<file path="src/rtl/operand_fetch_pkg.sv">
// Shared defaults and helpers for the operand-fetch stage and its scoreboard.
package operand_fetch_pkg;

    localparam int unsigned DEF_WIDTH    = 16;
    localparam int unsigned DEF_REG_SEL  = 4;
    localparam int unsigned DEF_NUM_REGS = 16;
    localparam int unsigned DEF_OP_W     = 8;

    // Single-bit lookup into a pending vector; an out-of-range address reads as not pending.
    function automatic logic is_pending(input logic [DEF_NUM_REGS-1:0] vec,
                                        input int unsigned             idx);
        return (idx < DEF_NUM_REGS) ? vec[idx] : 1'b0;
    endfunction

endpackage

</file>
<file path="src/rtl/operand_scoreboard.sv">
// Pending-write scoreboard: one bit per architectural register, set on issue, cleared on writeback.
module operand_scoreboard
    import operand_fetch_pkg::*;
#(
    parameter int unsigned REG_SEL  = DEF_REG_SEL,
    parameter int unsigned NUM_REGS = DEF_NUM_REGS
) (
    input  logic                clk,
    input  logic                reset,
    input  logic                set_en_i,
    input  logic [REG_SEL-1:0]  set_addr_i,
    input  logic                clr_en_i,
    input  logic [REG_SEL-1:0]  clr_addr_i,
    output logic [NUM_REGS-1:0] pending_o
);

    logic [NUM_REGS-1:0] pending_q;
    logic [NUM_REGS-1:0] pending_d;

    // Set is applied after clear so a younger writer to the same register wins.
    always_comb begin
        pending_d = pending_q;
        if (clr_en_i) pending_d[clr_addr_i] = 1'b0;
        if (set_en_i) pending_d[set_addr_i] = 1'b1;
    end

    always_ff @(posedge clk or posedge reset) begin
        if (reset) pending_q <= '0;
        else       pending_q <= pending_d;
    end

    assign pending_o = pending_q;

endmodule

</file>
<file path="src/rtl/operand_fetch.sv">
// Operand-fetch stage: drives register-bank reads, stalls RAW/WAW hazards, registers operands for execute.
// Define OPFETCH_FORWARD_EN to bypass wb_data into a matching source during the writeback cycle.
module operand_fetch
    import operand_fetch_pkg::*;
#(
    parameter int unsigned WIDTH    = DEF_WIDTH,
    parameter int unsigned REG_SEL  = DEF_REG_SEL,
    parameter int unsigned NUM_REGS = DEF_NUM_REGS,
    parameter int unsigned OP_W     = DEF_OP_W
) (
    input  logic               clk,
    input  logic               reset,
    input  logic               in_valid,
    output logic               in_ready,
    input  logic [OP_W-1:0]    in_op,
    input  logic [REG_SEL-1:0] in_ra,
    input  logic [REG_SEL-1:0] in_rb,
    input  logic [REG_SEL-1:0] in_rz,
    input  logic               in_use_a,
    input  logic               in_use_b,
    input  logic               in_wr,
    output logic [REG_SEL-1:0] rf_addr_a,
    output logic [REG_SEL-1:0] rf_addr_b,
    input  logic [WIDTH-1:0]   rf_data_a,
    input  logic [WIDTH-1:0]   rf_data_b,
    input  logic               wb_valid,
    input  logic [REG_SEL-1:0] wb_addr,
    input  logic [WIDTH-1:0]   wb_data,
    output logic               out_valid,
    input  logic               out_ready,
    output logic [OP_W-1:0]    out_op,
    output logic [WIDTH-1:0]   out_a,
    output logic [WIDTH-1:0]   out_b,
    output logic [REG_SEL-1:0] out_rz,
    output logic               out_wr
);

    logic [NUM_REGS-1:0] pending;
    logic                hz_a, hz_b, hz_z, hazard, accept;
    logic [WIDTH-1:0]    opnd_a, opnd_b;

    logic               out_valid_q, out_valid_d;
    logic [OP_W-1:0]    out_op_q,    out_op_d;
    logic [WIDTH-1:0]   out_a_q,     out_a_d;
    logic [WIDTH-1:0]   out_b_q,     out_b_d;
    logic [REG_SEL-1:0] out_rz_q,    out_rz_d;
    logic               out_wr_q,    out_wr_d;

    assign rf_addr_a = in_ra;
    assign rf_addr_b = in_rb;

`ifdef OPFETCH_FORWARD_EN
    logic fwd_a, fwd_b;
    assign fwd_a  = wb_valid && (wb_addr == in_ra);
    assign fwd_b  = wb_valid && (wb_addr == in_rb);
    assign hz_a   = in_use_a & pending[in_ra] & ~fwd_a;
    assign hz_b   = in_use_b & pending[in_rb] & ~fwd_b;
    assign opnd_a = fwd_a ? wb_data : rf_data_a;
    assign opnd_b = fwd_b ? wb_data : rf_data_b;
`else
    logic unused_wb_data;
    assign unused_wb_data = ^wb_data;
    assign hz_a   = in_use_a & pending[in_ra];
    assign hz_b   = in_use_b & pending[in_rb];
    assign opnd_a = rf_data_a;
    assign opnd_b = rf_data_b;
`endif

    assign hz_z     = in_wr & pending[in_rz];
    assign hazard   = hz_a | hz_b | hz_z;
    assign in_ready = (~out_valid_q | out_ready) & ~hazard;
    assign accept   = in_valid & in_ready;

    operand_scoreboard #(
        .REG_SEL  (REG_SEL),
        .NUM_REGS (NUM_REGS)
    ) u_sb (
        .clk        (clk),
        .reset      (reset),
        .set_en_i   (accept & in_wr),
        .set_addr_i (in_rz),
        .clr_en_i   (wb_valid),
        .clr_addr_i (wb_addr),
        .pending_o  (pending)
    );

    always_comb begin
        out_valid_d = out_valid_q & ~out_ready;
        out_op_d    = out_op_q;
        out_a_d     = out_a_q;
        out_b_d     = out_b_q;
        out_rz_d    = out_rz_q;
        out_wr_d    = out_wr_q;
        if (accept) begin
            out_valid_d = 1'b1;
            out_op_d    = in_op;
            out_a_d     = opnd_a;
            out_b_d     = opnd_b;
            out_rz_d    = in_rz;
            out_wr_d    = in_wr;
        end
    end

    always_ff @(posedge clk or posedge reset) begin
        if (reset) begin
            out_valid_q <= 1'b0;
            out_op_q    <= '0;
            out_a_q     <= '0;
            out_b_q     <= '0;
            out_rz_q    <= '0;
            out_wr_q    <= 1'b0;
        end else begin
            out_valid_q <= out_valid_d;
            out_op_q    <= out_op_d;
            out_a_q     <= out_a_d;
            out_b_q     <= out_b_d;
            out_rz_q    <= out_rz_d;
            out_wr_q    <= out_wr_d;
        end
    end

    assign out_valid = out_valid_q;
    assign out_op    = out_op_q;
    assign out_a     = out_a_q;
    assign out_b     = out_b_q;
    assign out_rz    = out_rz_q;
    assign out_wr    = out_wr_q;

endmodule

</file>
<file path="config.mk">
export PLATFORM = sky130hd
export DESIGN_NAME = operand_fetch
export DESIGN_NICKNAME = d
export VERILOG_FILES = /design/src/rtl/operand_fetch_pkg.sv /design/src/rtl/operand_scoreboard.sv /design/src/rtl/operand_fetch.sv
export SDC_FILE = /design/constraint.sdc
export NUM_CORES = 1
export LEC_CHECK = 0
export BUFFER_PORTS_ARGS = -buffer_cell sky130_fd_sc_hd__clkbuf_2
export CORE_UTILIZATION = 31
export DETAILED_ROUTE_END_ITERATION = 8
export PLACE_DENSITY = 0.68
export SYNTH_ARGS = -nofsm -noshare
export SYNTH_HDL_FRONTEND = slang
export SYNTH_SLANG_ARGS = --single-unit
</file>
<file path="constraint.sdc">
create_clock -name clk -period 4.6 [get_ports clk]
set_input_delay 0.92 -clock clk [delete_from_list [all_inputs] [get_ports clk]]
set_output_delay 0.92 -clock clk [all_outputs]
set_load 0.02 [all_outputs]
</file>
==> metrics.md, run 1 <==
| Metric | Value |
|---|---|
| Critical path launch point type | `input pin` |
| Synth warn | `0` |
| Avg Cell Area, Syn | `14.2 um2` |
| #FFs+latches synth | `62` |
| Reg clk slew, reported paths | `70 ps` |
| Fin Setup TNS | `0 ps` |
| Number of diodes | `0` |
| Clock period minus worst slack | `3650 ps` |
| Chip Height | `104 um` |
| WL final | `7.54 mm` |
| CP max stage delay | `390 ps` |
| CTS resizes | `0` |
| DRT Pass-1 Iters | `4` |
| Synth Area in Adders | `0%` |
| Mux contribution to synthesized area | `28.4%` |
| Internal power | `1.36 mW` |
| Cell mode on critical path | `clkbuf_2` |
| Number of synthesized flops with an enable pin | `0` |
| Area Growth Syn to Fin | `26.4%` |
| Switching share of power | `33.5%` |
| Post-route DRC | `0` |
| Std cell rows | `36` |
| Vias in the first global route | `2376` |
| Initial core utilization | `32.5%` |
| DR vias | `2314` |
| Per-cell routed wire length | `15.7 um` |
| Synth top area share | `48.0%` |
| Worst-Skew Late Latency | `340 ps` |
| Hold Crit Class | `reg -> reg` |
| Layout cells sized above 1 | `56.0%` |
| RSZ-0062 raised after global routing | `false` |
| Critical path's slowest cell | `mux2_2` |
| Combinational power share | `33.9%` |
| CTS tree | `built` |
| Fillers | `981` |
| Power Dens Cells | `499 nW/um2` |
| Mapped Area | `3240 um2` |
| Outcome | `finished clean` |
| Pins over their slew limit | `0` |
| CTS max path bufs | `2` |
| Initial antenna violation count | `0` |
| Core area | `9950 um2` |
| Largest net degree at the start of global routing | `63` |
| Clock share of power | `27.1%` |
| Total gr overflow | `0` |
| Cell area after layout | `4090 um2` |
| CTS root buf | `clkbuf_8` |
| CTS H-tree lvls | `3` |
| Global placer's final weighted congestion | `0.813` |
| Post-synth top area cell | `dfrtp_1` |
| Number of port buffers | `118` |
| CP top delay family | `simple AND/OR/NAND/NOR gates` |
| Peak supply drop | `0.202 mV` |
| Crit share post-route | `79.3%` |
| CTS Sinks | `62` |
| Top post-synthesis cells by area | `dfrtp_1 48%, mux2_4 18%, mux2i_1 3.7%, o31ai_1 3.7%, mux2_2 2.8%` |
| Simple-gate share of the synthesized area | `9.05%` |
| Synth top cells by count | `62 x dfrtp_1, 39 x mux2_4, 16 x o21ai_0, 16 x o31ai_1, 12 x mux2i_1` |
| Final setup fails | `0` |
| Crit path cell chain | `clkbuf_2, mux2_2, a2bb2oi_1, a31oi_1, nand3_1, nand3b_4, inv_1, clkbuf_2` |
| Most frequent cell after synthesis | `dfrtp_1` |
| Async SR Flop Fraction | `100%` |
| CTS Hold Bufs | `0` |
| Setup CP Type | `in -> out` |
| Max-cap violation count | `0` |
| Worst Skew | `9.92 ps` |
| Die W | `104 um` |
| Lkg Pwr | `2.00 nW` |
| Dominant synthesized flop cell | `dfrtp_1` |
| Average vias per placed instance | `4.81` |
| Remaining antenna violation count after routing | `0` |
| Seq pwr share | `39.0%` |
| Compound-gate portion of the synthesized area | `9.28%` |
| Main combinational cell family by area after synthesis | `multiplexers` |
| GRT Total Usage | `14.1%` |
| Fin nets | `423` |
| Fin. Hold Viols | `0` |
| Syn Nets | `308` |
| Placed Area | `3860 um2` |
| Critical Path Sink Type | `output port` |
| CTS Buf Count | `9` |
| Register area share after synthesis | `48.0%` |
| Worst Tran Pin Value | `769 ps` |
| FMAX | `0.274 GHz` |
| WP data required | `3680 ps` |
| Unique cell type count in the Yosys netlist | `36` |
| First-pass GRT wire length | `11.9 mm` |
| HPWL after DPL | `5.62 mm` |
| I/O pin count | `135` |
| Xor/xnor share of the synthesized area | `0%` |
| Buffers plus inverters on the worst setup path | `3` |
| Worst Path Max Fanout | `17` |
| Critical path arrival | `2730 ps` |
| Net Switching | `683 uW` |
| Slew HR | `48.7%` |
| Die Area | `10900 um2` |
| Number of buffers added for setup after CTS | `0` |
| Syn Inst Count | `228` |
| First DRT Iteration DRCs | `108` |
| Worst hold slack | `511 ps` |
## routing by layer
metal	vias up	wire [um]	GRT usage, %
met3	11	460	3.70
met1	1136	3430	17.9
met4	0	124	6.84
met5	-	0	0
li1	1082	-	-
met2	85	3520	22.2
## stage by stage
step           setup WS [ps]  power, mW  utilization, %  std cells
5_1_grt                  826       2.15            41.1        481
6_report                 952       2.04            41.1        481
3_5_place_dp             950       1.50            38.7        465
4_1_cts                  950       2.07            41.1        481
2_1_floorplan           1180       1.28               -        228
3_3_place_gp             975       1.48            38.7        465
## cells by family (layout without fill, tap and decap cells)
logic type,count (synthesis),in the layout
and+or+nand+nor,41,41
AOI/OAI and AO/OA,43,43
muxes,64,64
buffers and inverters,18,138
DFF,62,62
## final cells by class
| cell class | count | area, um2 | share of cell area, % |
|---|---|---|---|
| clock buffers | 11 | 151 | 3.70 |
| clock inverters | 5 | 81.3 | 1.99 |
| inverters | 2 | 7.51 | 0.184 |
| multi-input cells | 148 | 1510 | 37.0 |
| flip-flops and latches | 62 | 1550 | 37.9 |
| well taps | 133 | 166 | 4.07 |
| repair buffers | 120 | 618 | 15.1 |
## state kept, by name (all words and copies together), names as in the netlist
register        cells
out_b              16
out_rz              4
out_valid           1
out_op              8
out_wr              1
out_a              16
u_sb.pending_o     16
## layout by cell type (no fill, tap or decap), drive strengths merged
cell / count
nor2: 4
mux4: 5
o2111ai: 1
a22o: 1
dfrtp: 62
buf: 2
nor2b: 6
nand4b: 1
mux2i: 12
clkinv: 2
nand3: 6
inv: 2
clkinvlp: 1
o31ai: 16
a2bb2oi: 1
a21oi: 2
and3: 1
a22oi: 3
a31oi: 1
nand3b: 8
o21ai: 16
bufinv: 2
nand2: 4
a41oi: 1
or2: 2
clkbuf: 129
and3b: 1
o211ai: 1
or3b: 3
mux2: 47
nand2b: 5
## path summary, 6_finish.rpt
path,from,endpoint,slack (ps),depth (start not counted)
max in group asynchronous,reset,out_valid,3300,3
worst min register to register,out_a[14],out_a[14],510,1
worst max register to register,u_sb.pending_o[13],out_op[2],1860,7
min in group asynchronous,reset,out_op[6],810,3
worst max-delay path,in_rz[1],in_ready,950,8
worst min-delay path,out_a[14],out_a[14],510,1
## power by group through the flow
stage               registers [mW]  logic (mW)  clock network (mW)
global placement             0.797       0.684                   0
detailed placement           0.801       0.700                   0
global route                 0.815       0.738               0.596
floorplan                    0.931       0.350                   0
finish                       0.797       0.691               0.553
CTS                          0.796       0.700               0.571
No activity file was read; power rests on OpenSTA's default activity.
==> inputs of run 2 (changes only) <==
--- a/config.mk
+++ b/config.mk
@@ -8,7 +8,7 @@
 export BUFFER_PORTS_ARGS = -buffer_cell sky130_fd_sc_hd__clkbuf_2
 export CORE_UTILIZATION = 31
 export DETAILED_ROUTE_END_ITERATION = 8
-export PLACE_DENSITY = 0.68
+export PLACE_DENSITY = 0.7
 export SYNTH_ARGS = -nofsm -noshare
 export SYNTH_HDL_FRONTEND = slang
 export SYNTH_SLANG_ARGS = --single-unit
==> constraint.sdc (replaced) <==
create_clock -name clk -period 3.1 [get_ports clk]
set_input_delay 0.62 -clock clk [delete_from_list [all_inputs] [get_ports clk]]
set_output_delay 0.62 -clock clk [all_outputs]
set_load 0.02 [all_outputs]
==> run 2 against run 1 <==
Clock-buffer cell count did not move; sequential share of layout area down 0.15 points; die area is the same; wire length shrank 3.6%; critical path type unchanged; largest power group unchanged.
==> metrics.md, run 2 (synthesis gave the netlist of run 1 again) <==
| Metric | Value |
|---|---|
| WL final | `7.27 mm (was 7.54 mm)` |
| Global placer's final weighted congestion | `0.850 (was 0.813)` |
| CTS Buf Count | `9 (unchanged)` |
| Most frequent cells in the layout | `118 x clkbuf_2, 62 x dfrtp_1, 39 x mux2_4 (unchanged)` |
| Setup CP Type | `in -> out (unchanged)` |
| Cell count after placement | `471 (was 465)` |
| FF-to-FF path depth | `7 (unchanged)` |
| Critical path launch point type | `input pin (unchanged)` |
| WP data required | `2480 ps (was 3680 ps)` |
| CTS max path bufs | `2 (unchanged)` |
| RSZ-0062 raised after global routing | `false (unchanged)` |
| Largest net degree at the start of global routing | `63 (unchanged)` |
| Most common cell after layout, fill and taps aside | `clkbuf_2 (unchanged)` |
| Reg-to-reg slack, setup | `610 ps (was 1860 ps)` |
| Worst-Skew Late Latency | `340 ps (about the same)` |
| Post-route DRC | `0 (unchanged)` |
| Fin. Hold Viols | `0 (unchanged)` |
| Area Growth Syn to Fin | `26.9% (was 26.4%)` |
| Crit path cell chain | `clkbuf_2, mux4_1, a22o_1, a41oi_4, nand3b_4, inv_1, clkbuf_2 (was clkbuf_2, mux2_2, a2bb2oi_1, a31oi_1, nand3_1, nand3b_4, inv_1, clkbuf_2)` |
| Layout cells sized above 1 | `56.2% (was 56.0%)` |
| DR vias | `2322 (was 2314)` |
| CP top delay family | `multiplexers (was simple AND/OR/NAND/NOR gates)` |
| Remaining antenna violation count after routing | `0 (unchanged)` |
| Fillers | `947 (was 981)` |
| FMAX | `0.353 GHz` |
| Initial core utilization | `32.5% (unchanged)` |
| Critical path's slowest cell | `mux4_1 (was mux2_2)` |
| Lkg Pwr | `2.01 nW (was 2.00 nW)` |
| Number of diodes | `0 (unchanged)` |
| Reg2reg end | `out_op[1] (was out_op[2])` |
| Power Dens Cells | `712 nW/um2 (was 499 nW/um2)` |
| Fin Setup TNS | `0 ps (unchanged)` |
| Number of buffers added for setup after CTS | `0 (unchanged)` |
| Average vias per placed instance | `4.77 (was 4.81)` |
| Worst Path Max Fanout | `6 (was 17)` |
| Final cell count without fillers | `487 (was 481)` |
| Chip Height | `104 um (unchanged)` |
| CTS resizes | `0 (unchanged)` |
| Number of port buffers | `118 (unchanged)` |
| HPWL after DPL | `5.49 mm (was 5.62 mm)` |
| CTS H-tree lvls | `3 (unchanged)` |
| First DRT Iteration DRCs | `67 (was 108)` |
| Die Area | `10900 um2 (unchanged)` |
| Hold Crit Class | `in -> async (was reg -> reg)` |
| Peak supply drop | `0.319 mV (was 0.202 mV)` |
| Critical Path Sink Type | `output port (unchanged)` |
| Crit share post-route | `91.3%` |
| Vias in the first global route | `2320 (was 2376)` |
| Per-cell routed wire length | `14.9 um (was 15.7 um)` |
| CP max stage delay | `560 ps (was 390 ps)` |
| Pins over their slew limit | `0 (unchanged)` |
| CTS Sinks | `62 (unchanged)` |
| CTS tree | `built (unchanged)` |
| Die W | `104 um (unchanged)` |
| Cell mode on critical path | `clkbuf_2 (unchanged)` |
| Worst Tran Pin Value | `778 ps (was 769 ps)` |
| Slew HR | `48.1% (was 48.7%)` |
| Outcome | `finished clean (unchanged)` |
| Fin nets | `429 (was 423)` |
| Core area | `9950 um2 (unchanged)` |
| I/O pin count | `135 (unchanged)` |
| CTS Hold Bufs | `0 (unchanged)` |
| Critical path arrival | `2210 ps (was 2730 ps)` |
| DRT Pass-1 Iters | `4 (unchanged)` |
| First-pass GRT wire length | `11.7 mm (was 11.9 mm)` |
| Max-cap violation count | `0 (unchanged)` |
| Final setup fails | `0 (unchanged)` |
| Std cell rows | `36 (unchanged)` |
| Reg-to-reg startpoint | `u_sb.pending_o[14] (was u_sb.pending_o[13])` |
| Buffers plus inverters on the worst setup path | `3 (unchanged)` |
| CTS root buf | `clkbuf_8 (unchanged)` |
| Total gr overflow | `0 (unchanged)` |
| Power, Total | `2.92 mW (was 2.04 mW)` |
| Initial antenna violation count | `0 (unchanged)` |
| Reg clk slew, reported paths | `70 ps (about the same)` |
| GRT Total Usage | `14.0% (was 14.1%)` |
| Clock period minus worst slack | `2830 ps` |
| Worst Skew | `9.37 ps (was 9.92 ps)` |
-- run 2: cell types whose count changed in the layout (fill, tap and decap cells not counted), sizes merged --
cell,change
buf,+6
bufinv,-1
clkinv,+1
-- run 2: through the flow --
stage / utilization, % / instance area [um2] / hold WS, ps / worst slack (ps)
after global routing: 41.2 / 4110 / 475 / 185
after detailed placement: 39.3 / 3910 / 492 / 146
after global placement: 39.3 / 3910 / 489 / 198
final: 41.2 / 4110 / 479 / 269
after CTS: 41.2 / 4110 / 484 / 236
after floorplan: - / 3240 / 499 / 277
-- run 2: tightest hold or removal path, stage by stage --
cell and delay, ps:
clkbuf_2 90, inv_2 30, buf_4 600
-- run 2: power breakdown --
part,switching [mW],total (mW),internal [mW]
Combinational,0.537,1.04,0.507
Sequential,0.152,1.18,1.03
Clock,0.326,0.699,0.373
-- run 2: layout make-up --
cell class / count / area [um2] / area share, %
multi-input combinational: 148 / 1510 / 36.8
sequential: 62 / 1550 / 37.8
timing repair buffer: 126 / 676 / 16.5
clock inverter: 5 / 60.1 / 1.46
inverter: 2 / 7.51 / 0.183
tap: 133 / 166 / 4.05
clock buffer: 11 / 131 / 3.20
-- run 2: worst max-delay path by stage --
stage / from / end / slack, ps / cells past startpoint
5_1_grt: in_ra[0] / in_ready / 180 / 7
2_1_floorplan: in_rb[0] / in_ready / 280 / 7
4_1_cts: in_ra[0] / in_ready / 240 / 7
3_5_place_dp: in_ra[0] / out_op[1] / 150 / 8
3_3_place_gp: in_ra[0] / out_op[5] / 200 / 8
6_report: in_ra[0] / in_ready / 270 / 7
-- run 2: routing by layer --
layer | GRT usage, % | share of wire (%)
met1 | 17.7 | 45
met2 | 21.7 | 46
met3 | 4.32 | 6.8
met4 | 6.84 | 2.3
met5 | 0 | 0
